===== src/rtl/sprite_pool_pkg.sv =====
// Shared types, coordinate widths and the wrap helper for the sprite pool.
package sprite_pool_pkg;

  // Internal coordinate widths: x up to 639 and y up to 479, with headroom for signed sums.
  localparam int X_W   = 12;
  localparam int Y_W   = 11;
  localparam int SUM_W = 13;
  localparam int RGB_W = 12;

  // Stored velocity width. Spawned velocities are sign-extended into this field,
  // so VEL_W at the top level must not exceed it.
  localparam int VEL_STORE_W = 10;

  // Default screen geometry used by the VGA timing this unit feeds.
  localparam int DEF_SCREEN_W = 640;
  localparam int DEF_SCREEN_H = 480;

  // Complete state of one sprite slot.
  typedef struct packed {
    logic                          alive;
    logic [X_W-1:0]                x;
    logic [Y_W-1:0]                y;
    logic signed [VEL_STORE_W-1:0] vx;
    logic signed [VEL_STORE_W-1:0] vy;
    logic [RGB_W-1:0]              rgb;
  } obj_t;

  // Bring position + velocity back into [0, modulus). Because |v| < modulus,
  // at most one correction is ever needed.
  function automatic logic [X_W-1:0] wrap_coord(input logic signed [SUM_W-1:0] sum,
                                                input logic signed [SUM_W-1:0] modulus);
    logic signed [SUM_W-1:0] res;
    res = sum;
    if (sum < 0)
      res = sum + modulus;
    else if (sum >= modulus)
      res = sum - modulus;
    return res[X_W-1:0];
  endfunction

endpackage


===== src/rtl/sprite_slot.sv =====
// One sprite slot: holds its object state, applies spawn load, frame advance
// and collision kill, and reports whether the current pixel falls inside it.
module sprite_slot
  import sprite_pool_pkg::*;
#(
  parameter int OBJ_W    = 32,
  parameter int OBJ_H    = 32,
  parameter int SCREEN_W = DEF_SCREEN_W,
  parameter int SCREEN_H = DEF_SCREEN_H
) (
  input  logic             clk,
  input  logic             resetN,
  input  logic             load,
  input  obj_t             load_obj,
  input  logic             advance,
  input  logic             kill,
  input  logic [31:0]      pxl_x,
  input  logic [31:0]      pxl_y,
  output logic             alive,
  output logic             hit,
  output logic [RGB_W-1:0] rgb
);

  obj_t                    obj;
  logic signed [SUM_W-1:0] sum_x;
  logic signed [SUM_W-1:0] sum_y;
  logic [31:0]             dx;
  logic [31:0]             dy;

  // Next-frame position before wrapping, computed as signed sums.
  always_comb begin
    sum_x = $signed({1'b0, obj.x}) + SUM_W'($signed(obj.vx));
    sum_y = $signed({2'b00, obj.y}) + SUM_W'($signed(obj.vy));
  end

  // Slot state: a spawn load overrides the frame advance, so a sprite spawned
  // on the frame pulse starts exactly at its spawn coordinates.
  // NOTE: every field is reset here -- there are only N_OBJ small registers and
  // a dead slot must read as all-zero immediately after reset.
  always_ff @(posedge clk or negedge resetN) begin
    if (!resetN) begin
      // NOTE: sequential state uses non-blocking assignments so every slot and
      // the output registers all see the same pre-edge values.
      obj <= '0;
    end else if (load) begin
      obj <= load_obj;
    end else begin
      if (advance && obj.alive) begin
        obj.x <= wrap_coord(sum_x, SUM_W'(SCREEN_W));
        obj.y <= Y_W'(wrap_coord(sum_y, SUM_W'(SCREEN_H)));
      end
      if (kill)
        obj.alive <= 1'b0;
    end
  end

  // Hit test with 32-bit unsigned differences: a pixel left of or above the
  // sprite wraps to a huge value and misses, so nothing draws across edges.
  assign dx    = pxl_x - 32'(obj.x);
  assign dy    = pxl_y - 32'(obj.y);
  assign hit   = obj.alive && (dx < 32'(OBJ_W)) && (dy < 32'(OBJ_H));
  assign alive = obj.alive;
  assign rgb   = obj.rgb;

endmodule


===== src/rtl/sprite_pool_unit.sv =====
// Pool of N_OBJ movable sprites: free-slot allocation for spawns, per-slot
// state, lowest-index-wins pixel priority and registered RGB/Draw outputs.
module sprite_pool_unit
  import sprite_pool_pkg::*;
#(
  parameter int N_OBJ    = 8,
  parameter int OBJ_W    = 32,
  parameter int OBJ_H    = 32,
  parameter int SCREEN_W = DEF_SCREEN_W,
  parameter int SCREEN_H = DEF_SCREEN_H,
  parameter int VEL_W    = 8,
  localparam int ID_W    = (N_OBJ > 1) ? $clog2(N_OBJ) : 1
) (
  input  logic             clk,
  input  logic             resetN,
  input  logic             startOfFrame,
  input  logic [31:0]      pxl_x,
  input  logic [31:0]      pxl_y,
  input  logic [N_OBJ-1:0] collision,
  input  logic             spawn_valid,
  output logic             spawn_ready,
  input  logic [10:0]      spawn_x,
  input  logic [9:0]       spawn_y,
  input  logic [VEL_W-1:0] spawn_vx,
  input  logic [VEL_W-1:0] spawn_vy,
  input  logic [11:0]      spawn_rgb,
  output logic [3:0]       Red,
  output logic [3:0]       Green,
  output logic [3:0]       Blue,
  output logic             Draw,
  output logic [ID_W-1:0]  hit_id,
  output logic [N_OBJ-1:0] alive_mask
);

  logic [N_OBJ-1:0] alive_vec;
  logic [N_OBJ-1:0] hit_vec;
  logic [N_OBJ-1:0] load_vec;
  logic [RGB_W-1:0] slot_rgb [N_OBJ];
  logic [ID_W-1:0]  free_idx;
  logic [ID_W-1:0]  win_idx;
  logic [RGB_W-1:0] win_rgb;
  logic             any_hit;
  logic             spawn_fire;
  obj_t             spawn_obj;

  assign alive_mask  = alive_vec;
  assign spawn_ready = ~&alive_vec;
  assign spawn_fire  = spawn_valid & spawn_ready;

  // Object image loaded into the chosen slot, with velocities sign-extended.
  always_comb begin
    // NOTE: every combinationally written signal gets a default first, so no
    // path through the block can leave it unassigned and infer a latch.
    spawn_obj       = '0;
    spawn_obj.alive = 1'b1;
    spawn_obj.x     = {1'b0, spawn_x};
    spawn_obj.y     = {1'b0, spawn_y};
    spawn_obj.vx    = VEL_STORE_W'($signed(spawn_vx));
    spawn_obj.vy    = VEL_STORE_W'($signed(spawn_vy));
    spawn_obj.rgb   = spawn_rgb;
  end

  // Lowest-index dead slot; scanning downward lets the lowest index win.
  always_comb begin
    free_idx = '0;
    for (int i = N_OBJ - 1; i >= 0; i--) begin
      if (!alive_vec[i])
        free_idx = ID_W'(i);
    end
  end

  // One-hot load strobe for the slot receiving an accepted spawn.
  always_comb begin
    load_vec = '0;
    if (spawn_fire)
      load_vec[free_idx] = 1'b1;
  end

  // Pixel priority: lowest-index hitting slot supplies colour and id.
  always_comb begin
    win_idx = '0;
    win_rgb = '0;
    any_hit = |hit_vec;
    for (int i = N_OBJ - 1; i >= 0; i--) begin
      if (hit_vec[i]) begin
        win_idx = ID_W'(i);
        win_rgb = slot_rgb[i];
      end
    end
  end

  // Sprite slots, all sharing the spawn image, frame pulse and pixel position.
  for (genvar g = 0; g < N_OBJ; g++) begin : g_slot
    sprite_slot #(
      .OBJ_W    (OBJ_W),
      .OBJ_H    (OBJ_H),
      .SCREEN_W (SCREEN_W),
      .SCREEN_H (SCREEN_H)
    ) u_slot (
      .clk      (clk),
      .resetN   (resetN),
      .load     (load_vec[g]),
      .load_obj (spawn_obj),
      .advance  (startOfFrame),
      .kill     (collision[g]),
      .pxl_x    (pxl_x),
      .pxl_y    (pxl_y),
      .alive    (alive_vec[g]),
      .hit      (hit_vec[g]),
      .rgb      (slot_rgb[g])
    );
  end

  // Registered pixel outputs; hit_id keeps the last winner when nothing draws.
  always_ff @(posedge clk or negedge resetN) begin
    if (!resetN) begin
      Draw   <= 1'b0;
      Red    <= 4'h0;
      Green  <= 4'h0;
      Blue   <= 4'h0;
      hit_id <= '0;
    end else begin
      Draw <= any_hit;
      if (any_hit) begin
        {Red, Green, Blue} <= win_rgb;
        hit_id             <= win_idx;
      end else begin
        {Red, Green, Blue} <= 12'h000;
      end
    end
  end

endmodule


===== config.mk =====
export PLATFORM = sky130hd
export DESIGN_NAME = sprite_pool_unit
export DESIGN_NICKNAME = d
export VERILOG_FILES = /design/src/rtl/sprite_pool_pkg.sv /design/src/rtl/sprite_slot.sv /design/src/rtl/sprite_pool_unit.sv
export SDC_FILE = /design/constraint.sdc
export NUM_CORES = 2
export LEC_CHECK = 0
export ABC_AREA = 1
export CAP_MARGIN = 20
export CORE_MARGIN = 3
export CORE_UTILIZATION = 48
export DETAILED_ROUTE_END_ITERATION = 16
export MAX_ROUTING_LAYER = met4
export PLACE_DENSITY = 0.72
export REMOVE_ABC_BUFFERS = 1
export SYNTH_ARGS = -nofsm -noshare
export SYNTH_HDL_FRONTEND = slang
export SYNTH_SLANG_ARGS = --single-unit

===== constraint.sdc =====
create_clock -name clk -period 3.91 [get_ports clk]
set_input_delay 0.5865 -clock clk [delete_from_list [all_inputs] [get_ports clk]]
set_output_delay 0.5865 -clock clk [all_outputs]
set_load 0.05 [all_outputs]

; After elaboration in Yosys (flattened, before gate mapping)
; Cells that the tools add are included.
[op_classes]
addsub = 64
bitwise_logic = 1
reduce_logical = 44
muxes = 86
n_lt_le_gt_ge = 50
[ops]
columns = operator, n
row1 = < comparator 32 x 6 -> 1 bit (second input constant), 16
row2 = two-way mux 12 bit, 24
row3 = subtractor 32 x 11 -> 32 bit, 8
row4 = subtractor 32 x 12 -> 32 bit, 8
row5 = < comparator 13 x 1 -> 1 bit (second input constant), 16
row6 = two-way mux 24 bit, 8
row7 = two-way mux 23 bit, 8
row8 = two-way mux 11 bit, 16
row9 = adder 12 x 8 -> 13 bit, 8
row10 = adder 13 x 8 -> 13 bit, 8
row11 = greater-or-equal comparator 13 x 10 -> 1 bit (second input constant), 8
row12 = greater-or-equal comparator 13 x 11 -> 1 bit (second input constant), 8
row13 = adder 12 x 11 -> 12 bit (second input constant), 8
row14 = subtractor 12 x 11 -> 12 bit (second input constant), 8
row15 = adder 11 x 10 -> 11 bit (second input constant), 8
row16 = subtractor 11 x 10 -> 11 bit (second input constant), 8
row17 = two-way mux 3 bit, 16
row18 = nonzero test 2 bit, 16
row19 = logical AND 1 bit, 25
row20 = two-way mux 4 bit, 3
row21 = two-way mux 1 bit, 9
row22 = two-way mux 8 bit, 1
row23 = AND reduction 8 bit, 1
row24 = OR reduction 8 bit, 1
row25 = other kinds (5), 5
[word_totals]
wordCells = 298
output_inout_bits = 25
inputBits = 125
register_bits = 432

; Logic depth before layout (Yosys ltp)
[logic_depth]
ltp_word = 14
depth_mapped = 27
ltp_nobuf = 27

; By module
; Synthesis repeated with hierarchy kept, for this count alone.
[hier_totals]
cells_unflattened = 8829
area_unflattened_um2 = 52943.3
[by_module_without_submodules]
columns = module, seq_area_each_um2, cells_per_inst, area_per_inst_um2, instances
row1 = sprite_slot at g_slot[0].u_slot ..., 1401.3, 1056, 6373.6, 7
row2 = sprite_slot at g_slot[2].u_slot, 1401.3, 1143, 6716.4, 1
row3 = sprite_pool_unit, 400.4, 294, 1611.5, 1

; Worst setup path before layout
; No wires, ideal clock.
[synth_timing]
kind = reg2reg
from = reg g_slot[6].u_slot.obj[32] (netlist name)
to = reg g_slot[6].u_slot.obj[42] (netlist name)
period_less_slack_ns = 3.047
arrival_time_ns = 2.919
stages_incl_launch_ff = 22
slack_ns = 0.863
setup_ns = 0.129
t_required_ns = 3.781
n_path_buf = 0
path_cell_list = dfrtp_1 -> ha_1 -> inv_1 -> fa_1 -> inv_1 -> nand3_1 -> nand2_1 -> a21oi_1 -> o21bai_1 -> xor2_1 -> inv_1 -> ha_1 -> nand2_1 -> nor2_1 -> nor2_1 -> nand3_1 -> or2_1 -> nand2_1 -> nor2_1 -> or2_0 -> nand3_1 -> o21ai_1
[synth_via]
elab_chain_len = 6
word_cells_on_any_way = 9
classes_between = add/sub (3) / order compare (2) / mux (4)
[synth_lines]
columns = element, line_no
row1 = start: declaration, sprite_slot.sv:24  ; obj_t obj;
row2 = start signal: assignment, sprite_slot.sv:46  ; obj <= load_obj;
row3 = adder 12 x 8 -> 13 bit *, sprite_slot.sv:33  ; sum_y = $signed({2'b00, obj.y}) + SUM_W'($signed(obj.vy));
row4 = subtractor 11 x 10 -> 11 bit / greater-or-equal comparator 13 x 10 -> 1 bit (equally long branches), "sprite_pool_pkg.sv:37, sprite_pool_pkg.sv:36"
row5 = two-way mux 11 bit, sprite_pool_pkg.sv:36  ; else if (sum >= modulus)
row6 = two-way mux 11 bit *, sprite_pool_pkg.sv:34  ; if (sum < 0)
row7 = two-way mux 23 bit *, sprite_slot.sv:48  ; if (advance && obj.alive) begin
row8 = two-way mux 24 bit *, sprite_slot.sv:45  ; end else if (load) begin
; Mark *: on every way between the ends. The rest lies on a longest branch, timed or not. The select of a mux whose other input is x is not followed.
; A chain may end at the register's enable or synchronous reset.

; Worst setup path in the final report
[layout_timing]
from = in pxl_x[3]
to = reg Blue[3]
[layout_via]
elab_chain_len = 13
word_cells_on_any_way = 42
classes_between = add/sub (8) / order compare (8) / mux (9) / reduce/logical (17)
[layout_lines]
columns = element, line_no
row1 = start: declaration, sprite_pool_unit.sv:17  ; input logic [31:0] pxl_x,
row2 = subtractor 32 x 12 -> 32 bit, sprite_slot.sv:59  ; assign dx = pxl_x - 32'(obj.x);
row3 = < comparator 32 x 6 -> 1 bit, sprite_slot.sv:61  ; assign hit = obj.alive && (dx < 32'(OBJ_W)) && (dy < 32'(OBJ_H));
row4 = logical AND 1 bit (2 in a row), sprite_slot.sv:61
row5 = two-way mux 12 bit (8 in a row), sprite_pool_unit.sv:85  ; if (hit_vec[i]) begin
row6 = two-way mux 4 bit *, sprite_pool_unit.sv:124  ; if (any_hit) begin
row7 = end signal: assignment, sprite_pool_unit.sv:125  ; {Red, Green, Blue} <= win_rgb;
row8 = end: declaration, sprite_pool_unit.sv:29  ; output logic [3:0] Blue,
; Mark *: on every way between the ends. The rest lies on a longest branch, timed or not.

==> summary.txt <==
Number of global-route vias before repair: 57461
Arr. time, crit path: 4470 ps
Core area: 0.0987 mm²
Die H: 322 µm
Worst setup margin: 29.0 ps
Remaining DRCs: 0
Port buffer count: 149
Sequential standard cell area: 0.0108 mm²
Critical Path RT: 4500 ps
Drt total wl: 248000 µm
# setup viols final: 0
Post-synth top area share: 0.225
Distinct cells, synth: 69
Max Slew Vio Count: 0
Power Density: 589 mW/mm²
Vias per cell: 5.90
Hold WC Path Type: primary input to asynchronous set/reset pin
Synth area leader: dfrtp_1
DR iter-0 viols: 7900
Final instance area: 0.0633 mm²
R2R Setup Slk: 80 ps
Most frequent cells in the layout: nand2_1, buf_4, inv_1
RSZ-0062 raised after global routing: true
Max clock buf depth: 3
Flops & latches, synth: 432
Post-synthesis sequential area ratio: 0.225
M1 WL: 96100 µm
Die area: 0.104 mm²
Post-synthesis async set-or-reset flop share: 1.00
Synth Area in Simple Gates: 0.374
Routability cong.: 1.17
R2r startpoint: g_slot[4].u_slot.obj[47]$_DFFE_PN0P_
Top cells by area, synth: dfrtp_1, nand2_1, ha_1, inv_1, nand3_1
Commonest register cell after synthesis: dfrtp_1
Skew final: 59.4 ps
Worst reg2reg path endpoint: Blue[3]$_DFF_PN0_
CTS Buf Count: 52
Effective utilization at floorplan: 0.486
Vias: 61213
Post-Synth XOR/XNOR Area: 0.0429
Cell Area, Synth: 0.0480 mm²
Final #Nets: 9570
Fin crit share: 0.993
Post-place instance area: 0.0605 mm²
Max VDD drop: 1020 µV
Layout cells sized above 1: 0.195
Highest metal used: met4
Post-synthesis compound-gate area fraction: 0.139
Antenna violations before repair: 20
Sink Count: 432
Gr ovfl total: 0
Worst-path clk slew: 60 ps
Critical path endpoint category: flip-flop
CP max FO: 3
GRT Total Usage: 0.477
Main combinational cell family by area after synthesis: simple AND/OR/NAND/NOR gates
Tightest Pin Transition: 1070 ps
Final core occ: 0.641
Pre-CTS WS: -866 ps
Routed wire per std cell: 24.0 µm
Die Wd: 322 µm
Startpoint Class: primary input
Met2 WL post-DR: 102000 µm
Fmax: 258 MHz
Mean Syn Cell Area: 6.24 µm²
Cells after Synth: 7687
Dpl hpwl: 201000 µm
H-tree depth: 2
Synthesis warning total: 0
Multiplexer share of the synthesized area: 0
ANT nets after route: 0
Area delta synth->final: 31.9%
Adder-cell share of the synthesized area: 0.111
Minimum clock period: 3880 ps
EDFF count, synth: 0
Maximum capacitance violations: 0
Most common cell after layout, fill and taps aside: nand2_1
Latest clock arrival within the worst-skew pair: 700 ps
Worst reg-to-reg path cell count: 26
Row cnt: 115
Fill count: 8837
Final Hold Viols: 0
CTS Root Cell: clkbuf_16
Leakage: 33.4 nW
Worst setup path category: primary input to flip-flop
Met3 wire length: 31400 µm
Number of placed I/O pins: 150
Biggest cell delay along the critical path: 450 ps
Global-route wire length before repair: 359000 µm
Status: completed
Pre-Repair DR Iteration Count: 9
Top cell by count, worst path: nor2_1
Slowest CP cell: clkdlybuf4s50_1
Max_slew headroom: 0.289
Multi-input logic area: 0.0328 mm²
Pin count of the biggest net entering global routing: 112
TritonCTS clock tree: built
==> critical path, delay by kind of cell <==
kind,cells,cell delay (ps)
AO/OA/AOI/OAI,1,110
adder cells (fa/ha/maj),1,300
buffers and inverters,7,1210
AND/OR/NAND/NOR,18,2240
==> metrics by stage <==
stage	hold slack [ps]	power [mW]	cells	setup TNS [ps]
2_1_floorplan	291	21.5	7512	-8960
3_3_place_gp	460	30.0	10233	-11600
3_5_place_dp	467	30.8	10233	-12350
4_1_cts	456	36.0	10329	0
5_1_grt	503	39.9	10366	-132
6_report	430	37.3	10368	0
==> routing by layer <==
metal,track usage,vias to the layer above
li1,-,27826
met4,0.281,0
met1,0.606,28312
met3,0.115,977
met2,0.690,4098
met5,-,-
==> synthesized netlist by cell type (all sizes together) (2+ instances only) <==
cell	number
or2	54
xnor2	57
a21oi	349
ha	400
a22oi	3
o21bai	43
a21o	21
o2111ai	10
nor3b	12
o221ai	111
nor2	781
a211oi	6
a31o	2
inv	1130
clkbuf	101
nor3	84
xor2	178
dfrtp	432
and3b	2
nand3	619
a21boi	3
or3b	2
a221oi	7
nand2	2288
o22ai	31
and2	22
a31oi	12
o31ai	6
nor4	33
o211ai	38
clkinv	14
and3	14
fa	16
o21a	13
buf	74
nand3b	42
nand4	183
nor4b	6
o21ai	485
==> worst max-delay path by stage <==
stage                                                  start                                    to  slack, ps
after floorplan           g_slot[6].u_slot.alive$_DFFE_PN0P_  g_slot[3].u_slot.obj[33]$_DFFE_PN0P_       -520
after global placement                              pxl_x[3]                      Red[3]$_DFF_PN0_       -790
after detailed placement                            pxl_x[3]                      Red[3]$_DFF_PN0_       -870
after CTS                                           pxl_y[4]                     Blue[1]$_DFF_PN0_          3
after global routing                                pxl_x[3]                     Blue[3]$_DFF_PN0_        -40
final                                               pxl_x[3]                     Blue[3]$_DFF_PN0_         30
==> sequential cells by signal (all words and copies together) (netlist names) <==
name                 cells
Green                    4
g_slot.u_slot.rgb       96
hit_id                   3
Draw                     1
g_slot.u_slot.obj      312
g_slot.u_slot.alive      8
Red                      4
Blue                     4
==> area by class of cell <==
type                       count  share of cell area
timing repair buffer        1462               0.190
clock buffer                  68              0.0233
sequential                   432               0.171
multi-input combinational   5937               0.518
tap                         1287              0.0254
antenna                       13            0.000514
clock inverter                25             0.00405
inverter                    1144              0.0680
==> power breakdown <==
group          switching [mW]  total (mW)  internal (mW)  leakage (nW)
clock network            2.20        5.00           2.80         0.843
logic                    15.8        25.6           9.83          27.0
registers               0.966        6.62           5.65          5.51
==> kinds of logic (layout without fill, tap and decap cells) <==
| group | count (synthesis) | count (layout) |
|---|---|---|
| xor+xnor | 235 | 235 |
| compound gates | 1141 | 1141 |
| fa+ha+maj | 416 | 416 |
| other cells | 0 | 13 |
| flops | 432 | 432 |
| buf+inv | 1319 | 2699 |
| simple gates | 4144 | 4145 |
==> repair_timing <==
| item | 4_1_cts | 5_1_grt |
|---|---|---|
| setup endpoints to repair | 14 | 19 |
| hold buffers | 1 | 0 |
| hold endpoints to repair | 51 | 0 |
| cloned | 0 | 4 |
| resized for setup | 15 | 191 |
| pin swaps | 5 | 43 |
| buffers inserted | 2 | 23 |
No activity file was read; power rests on OpenSTA's default activity.
